==> src/rtl/sub_serial_32_bit.sv <==
// Purpose: multi-cycle X - Y, one CHUNK-bit slice per clock with the borrow carried in a register.
// Latency: done pulses the cycle after edge k+NCHUNK when start is accepted at edge k.
// Backpressure: start is ignored while busy; a request during the done cycle is accepted.
module sub_serial_32_bit #(
  parameter int WIDTH = 32,
  parameter int CHUNK = 8
) (
  input  logic             clk,
  input  logic             rst_n,
  input  logic             start,
  input  logic [WIDTH-1:0] X,
  input  logic [WIDTH-1:0] Y,
  output logic             busy,
  output logic             done,
  output logic [WIDTH-1:0] diff,
  output logic             borrow,
  output logic             overflow,
  output logic             zero
);

  localparam int NCHUNK = WIDTH / CHUNK;
  localparam int CW     = (NCHUNK > 1) ? $clog2(NCHUNK) : 1;
  localparam int BW     = (WIDTH > 1) ? $clog2(WIDTH) : 1;
  localparam logic [CW-1:0] LAST = CW'(NCHUNK - 1);

  typedef enum logic [1:0] {
    S_IDLE,
    S_RUN,
    S_DONE
  } state_t;

  state_t           state;
  state_t           state_nxt;
  logic [WIDTH-1:0] x_q;
  logic [WIDTH-1:0] y_q;
  logic [CW-1:0]    cnt;
  logic             cin;
  logic [WIDTH-1:0] shadow;

  logic [BW-1:0]    base;
  logic [CHUNK-1:0] x_c;
  logic [CHUNK-1:0] y_c;
  logic [CHUNK:0]   sum;
  logic [WIDTH-1:0] merged;
  logic             last;
  logic             accept;

  // Slice the current chunk and add it with the inverted subtrahend; merged is the
  // full-width result the shadow would hold once this chunk is written back.
  always_comb begin
    base   = BW'(cnt) * BW'(CHUNK);
    x_c    = x_q[base +: CHUNK];
    y_c    = y_q[base +: CHUNK];
    sum    = {1'b0, x_c} + {1'b0, ~y_c} + {{CHUNK{1'b0}}, cin};
    merged = shadow;
    merged[base +: CHUNK] = sum[CHUNK-1:0];
    last   = (cnt == LAST);
  end

  // State register.
  always_ff @(posedge clk) begin
    if (!rst_n) begin
      state <= S_IDLE;
    end else begin
      state <= state_nxt;
    end
  end

  // Next-state and handshake outputs; the done cycle accepts a new start like idle.
  always_comb begin
    state_nxt = state;
    busy      = 1'b0;
    done      = 1'b0;
    accept    = 1'b0;
    case (state)
      S_IDLE: begin
        if (start) begin
          accept    = 1'b1;
          state_nxt = S_RUN;
        end
      end
      S_RUN: begin
        busy = 1'b1;
        if (last) begin
          state_nxt = S_DONE;
        end
      end
      S_DONE: begin
        done = 1'b1;
        if (start) begin
          accept    = 1'b1;
          state_nxt = S_RUN;
        end else begin
          state_nxt = S_IDLE;
        end
      end
      default: state_nxt = S_IDLE;
    endcase
  end

  // Operand capture, chunk ripple, and result/flag update on the final chunk only.
  always_ff @(posedge clk) begin
    if (!rst_n) begin
      x_q      <= '0;
      y_q      <= '0;
      cnt      <= '0;
      cin      <= 1'b0;
      shadow   <= '0;
      diff     <= '0;
      borrow   <= 1'b0;
      overflow <= 1'b0;
      zero     <= 1'b0;
    end else if (accept) begin
      x_q    <= X;
      y_q    <= Y;
      cnt    <= '0;
      cin    <= 1'b1;
      shadow <= '0;
    end else if (state == S_RUN) begin
      shadow <= merged;
      cin    <= sum[CHUNK];
      if (last) begin
        cnt      <= '0;
        diff     <= merged;
        borrow   <= ~sum[CHUNK];
        overflow <= (x_q[WIDTH-1] != y_q[WIDTH-1]) && (merged[WIDTH-1] != x_q[WIDTH-1]);
        zero     <= (merged == '0);
      end else begin
        cnt <= cnt + 1'b1;
      end
    end
  end

endmodule

==> config.mk <==
export PLATFORM = sky130hd
export DESIGN_NAME = sub_serial_32_bit
export DESIGN_NICKNAME = d
export VERILOG_FILES = /design/src/rtl/sub_serial_32_bit.sv
export SDC_FILE = /design/constraint.sdc
export NUM_CORES = 1
export LEC_CHECK = 0
export BUFFER_PORTS_ARGS = -buffer_cell sky130_fd_sc_hd__buf_2
export CORE_MARGIN = 1.5
export CORE_UTILIZATION = 39
export CTS_BUF_LIST = sky130_fd_sc_hd__clkbuf_16
export CTS_CLUSTER_DIAMETER = 50
export DETAILED_ROUTE_END_ITERATION = 7
export GPL_ROUTABILITY_DRIVEN = 1
export GPL_TIMING_DRIVEN = 0
export PLACE_DENSITY_LB_ADDON = 0.05
export SLEW_MARGIN = 20
export SYNTH_ARGS = -nofsm -noshare
export SYNTH_HDL_FRONTEND = slang
export SYNTH_SLANG_ARGS = --single-unit
export TNS_END_PERCENT = 50
==> constraint.sdc <==
create_clock -name clk -period 6.6 [get_ports clk]
set_input_delay 1.32 -clock clk [delete_from_list [all_inputs] [get_ports clk]]
set_output_delay 1.32 -clock clk [all_outputs]
set_load 0.005 [all_outputs]
==> summary.txt <==
Status
  • Status: complete, no violations

Timing
  • Final slew viol count: 0
  • Final setup viols: 0
  • Worst relative slew slack: about half
  • FMAX: around 0.23 GHz
  • Slew of the pin with the lowest slew margin: 762 ps
  • Worst hold margin: between 400 and 500 ps
  • Setup TNS: 0 ps
  • Final worst path period share: around 66%
  • Final-report hold violation count: 0
  • RSZ-0062 raised after global routing: false
  • Setup Skew: roughly 12 ps
  • Minimum clock period: between 4000 and 5000 ps

Synthesis
  • Fraction of the mapped netlist area in adder cells: between 3 and 4%
  • Ys Warns: 0
  • EDFF count, synth: 0
  • Synth cell types: 63
  • Main combinational cell family by area after synthesis: compound AO/OA/AOI/OAI gates
  • Mapped Area: roughly 6100 sq um
  • Xor and xnor area share after synthesis: approximately 1.3%
  • Post-synthesis sequential area ratio: about 45%
  • Synth Area in Simple Gates: 18.8%
  • Cells after Synth: 710
  • Syn nets: between 700 and 800
  • FFs w/ async S/R, synth: 0%
  • Synth Flop Type: dfxtp_1
  • Multiplexer area fraction after synthesis: between 6 and 7%
  • Yosys reg bits: around 140
  • Mean Syn Cell Area: around 8.6 sq um
  • Compound-gate portion of the synthesized area: 20.9%

Setup path
  • Startpoint Class: flop
  • Slowest cell on crit path: clkbuf_1
  • Reg2reg start: cnt[1]$_SDFFE_PP0P_
  • Buf+Inv Stages, Crit Path: 4
  • Crit. Startpoint: cnt[1]$_SDFFE_PP0P_
  • Critical Path Sink Type: flop
  • Req. time, crit path: ~6900 ps
  • Arr. time, crit path: approximately 4700 ps
  • Worst-path cell chain: clkbuf_1 > clkbuf_1 > mux4_2 > inv_1 > fa_1 > inv_1 > fa_1 > a211oi_2 > nor2_1 > xor2_1 > a22oi_1 > nand4_1 > o31ai_2
  • Crit-path max FO: 10
  • CP top delay family: buffers and inverters
  • Crit-path max cell delay: between 600 and 700 ps
  • Critical path type: reg -> reg

Floorplanning
  • Row cnt: 45
  • Die X-Extent: between 100 and 150 microns
  • Die span in y: around 130 microns
  • Initial core utilization: 39.9%
  • Io pins: ~100
  • Die ar.: 16400 sq um
  • Core area: 15300 sq um

Clock tree
  • H-tree depth: 4
  • Post-CTS Setup Bufs: 0
  • Max Root-Sink Buffers: 2
  • Root buffer cell: clkbuf_16
  • Hold-fix buffers, CTS: 0
  • Clk_lat worst skew: approximately 430 ps
  • Clock Sinks: 136
  • TritonCTS Buffers: 17
  • Worst-path clk slew: around 60 ps
  • Post-CTS Resized: 0
  • CTS tree: done

Pwr
  • Peak VDD IR: ~0.21 mV
  • Clock power share: about 43%
  • Gate power share: around 16%
  • NetSw: between 0.0005 and 0.0006 W
  • Switching Fraction: 27.6%
  • Internal Power: 0.00156 W
  • Reg power frac: around two fifths
  • Cell area power density: 290 nW/um^2
  • Pleak: around 2.9 nW

Run
  • MaxCap Viol Count: 0

Route
  • Drt total wl: between 15000 and 20000 microns
  • Drt pass-1 iters: 4
  • DR vias: 5582
  • Initial drt markers: approximately 290
  • DRT antenna net count: 0
  • DRC violations left: 0
  • Routed WL per cell: approximately 17 microns
  • DR vias/cell: between 5 and 6

Layout
  • Layout cells sized above 1: a little under 20%
  • Nets: just over 900
  • Antenna diodes: 0
  • Area Growth Syn to Fin: 22.1%
  • Fill cells: roughly 1500

Global routing
  • Number of global-route vias before repair: roughly 5400
  • Initial antenna violation count: 0
  • Total GRT Usage: roughly 23%
  • First-pass GRT wire length: roughly 28000 microns
  • Pin count of the biggest net entering global routing: 17
  • GR Overflow Total: 0

Placement
  • Final RePlAce weighted congestion: approximately 0.87
  • Port Buffers: 103
  • Hpwl dp: about 14000 microns

Worst hold path
  • Hold Path Origin: x_q[30]$_SDFFE_PN0P_
  • Min-Delay Path Class: reg -> reg
==> sequential cells by signal, summed over array words and instances (netlist names) <==
name	cells
overflow	1
state	2
cin	1
borrow	1
diff	32
shadow	32
x_q	32
cnt	2
y_q	32
zero	1
==> worst min-delay path, stage by stage (launching register included) <==
cell and delay (ps):
dfxtp_1 300, nand2_1 50, a21oi_1 50
==> worst paths after layout <==
| check | to | slack [ps] | cells after the start |
|---|---|---|---|
| max | zero$_SDFFE_PN0P_ | 2230 | 13 |
| min | x_q[30]$_SDFFE_PN0P_ | 460 | 2 |
| max reg2reg | zero$_SDFFE_PN0P_ | 2230 | 13 |
| min reg2reg | x_q[30]$_SDFFE_PN0P_ | 460 | 2 |
==> placed cells by master, fill, tap and decap left out, types with 3 or more instances in the layout <==
cell,count
clkbuf_16,17
buf_1,6
xor2_1,3
a211oi_1,40
o22ai_1,3
o21ai_0,14
nand3_1,3
a21oi_1,80
a22oi_1,15
nand2b_1,6
nor2_1,75
clkinv_2,4
nor2b_1,5
nor3_1,7
nor4_1,3
mux4_2,16
ha_1,13
inv_1,23
a311oi_1,3
a32oi_1,9
clkbuf_1,38
nand2_1,146
buf_2,109
a221oi_1,8
dfxtp_1,136
bufinv_16,3
a21o_1,3
a31oi_1,6
==> metal layers <==
layer / GRT usage, % / part of all wire [%]
met1: 27.2 / 43
met3: 4.38 / 4.3
met2: 38.7 / 49
met4: 12.0 / 3.2
met5: 0 / 0
==> cell usage after synthesis, types with 3 or more instances <==
cell type / instances / share of area, %
a32oi_1: 9 / 1.3
clkbuf_1: 38 / 2.3
buf_1: 6 / 0.37
nand2_1: 146 / 9.0
nand3_1: 3 / 0.25
buf_2: 6 / 0.49
a31oi_1: 6 / 0.62
a21o_1: 3 / 0.37
mux4_2: 16 / 5.9
nor3_1: 7 / 0.57
a21oi_1: 80 / 6.6
nor4_1: 3 / 0.31
xor2_1: 3 / 0.43
o21ai_0: 14 / 1.1
nor2_1: 75 / 4.6
ha_1: 13 / 2.7
a311oi_1: 3 / 0.43
a211oi_1: 40 / 4.9
nor2b_1: 5 / 0.51
nand2b_1: 6 / 0.62
o22ai_1: 3 / 0.31
a221oi_1: 8 / 1.1
dfxtp_1: 136 / 45
a22oi_1: 15 / 1.8
inv_1: 19 / 1.2
==> area by class of cell <==
type	count	area [sq um]	share of cell area, %
multi-input cells	499	3070	41.2
flip-flops and latches	136	2720	36.6
repair buffers	103	515	6.93
clock buffers	17	425	5.72
well taps	211	264	3.55
plain buffers	54	226	3.04
clock inverters	14	144	1.93
inverters	21	78.8	1.06
==> cells by family (layout without fill, tap and decap cells) <==
| family | after synthesis | after routing |
|---|---|---|
| AOI/OAI and AO/OA | 195 | 195 |
| buffers and inverters | 75 | 209 |
| adders and majority gates | 15 | 15 |
| and+or+nand+nor | 265 | 265 |
| muxes | 17 | 17 |
| DFF | 136 | 136 |
| xor gates and xnor gates | 7 | 7 |
==> through the flow <==
step / worst slack (ps) / utilization (%) / power, W / std cells / area [sq um]
2_1_floorplan: 3090 / - / 0.00112 / 710 / 6090
3_3_place_gp: 2340 / 45.1 / 0.00123 / 1024 / 6870
3_5_place_dp: 2310 / 45.1 / 0.00124 / 1024 / 6870
4_1_cts: 2270 / 48.8 / 0.00217 / 1055 / 7440
5_1_grt: 2030 / 48.8 / 0.00225 / 1055 / 7440
6_report: 2230 / 48.8 / 0.00216 / 1055 / 7440
==> power by group through the flow <==
| stage | sequential (W) | clock [W] | combinational (W) |
|---|---|---|---|
| 2_1_floorplan | 0.000887 | 0 | 0.000234 |
| 3_3_place_gp | 0.000895 | 0 | 0.000334 |
| 3_5_place_dp | 0.000896 | 0 | 0.000340 |
| 4_1_cts | 0.000878 | 0.000953 | 0.000341 |
| 5_1_grt | 0.000881 | 0.000989 | 0.000376 |
| 6_report | 0.000878 | 0.000936 | 0.000343 |
(Power assumes the default switching activity.)
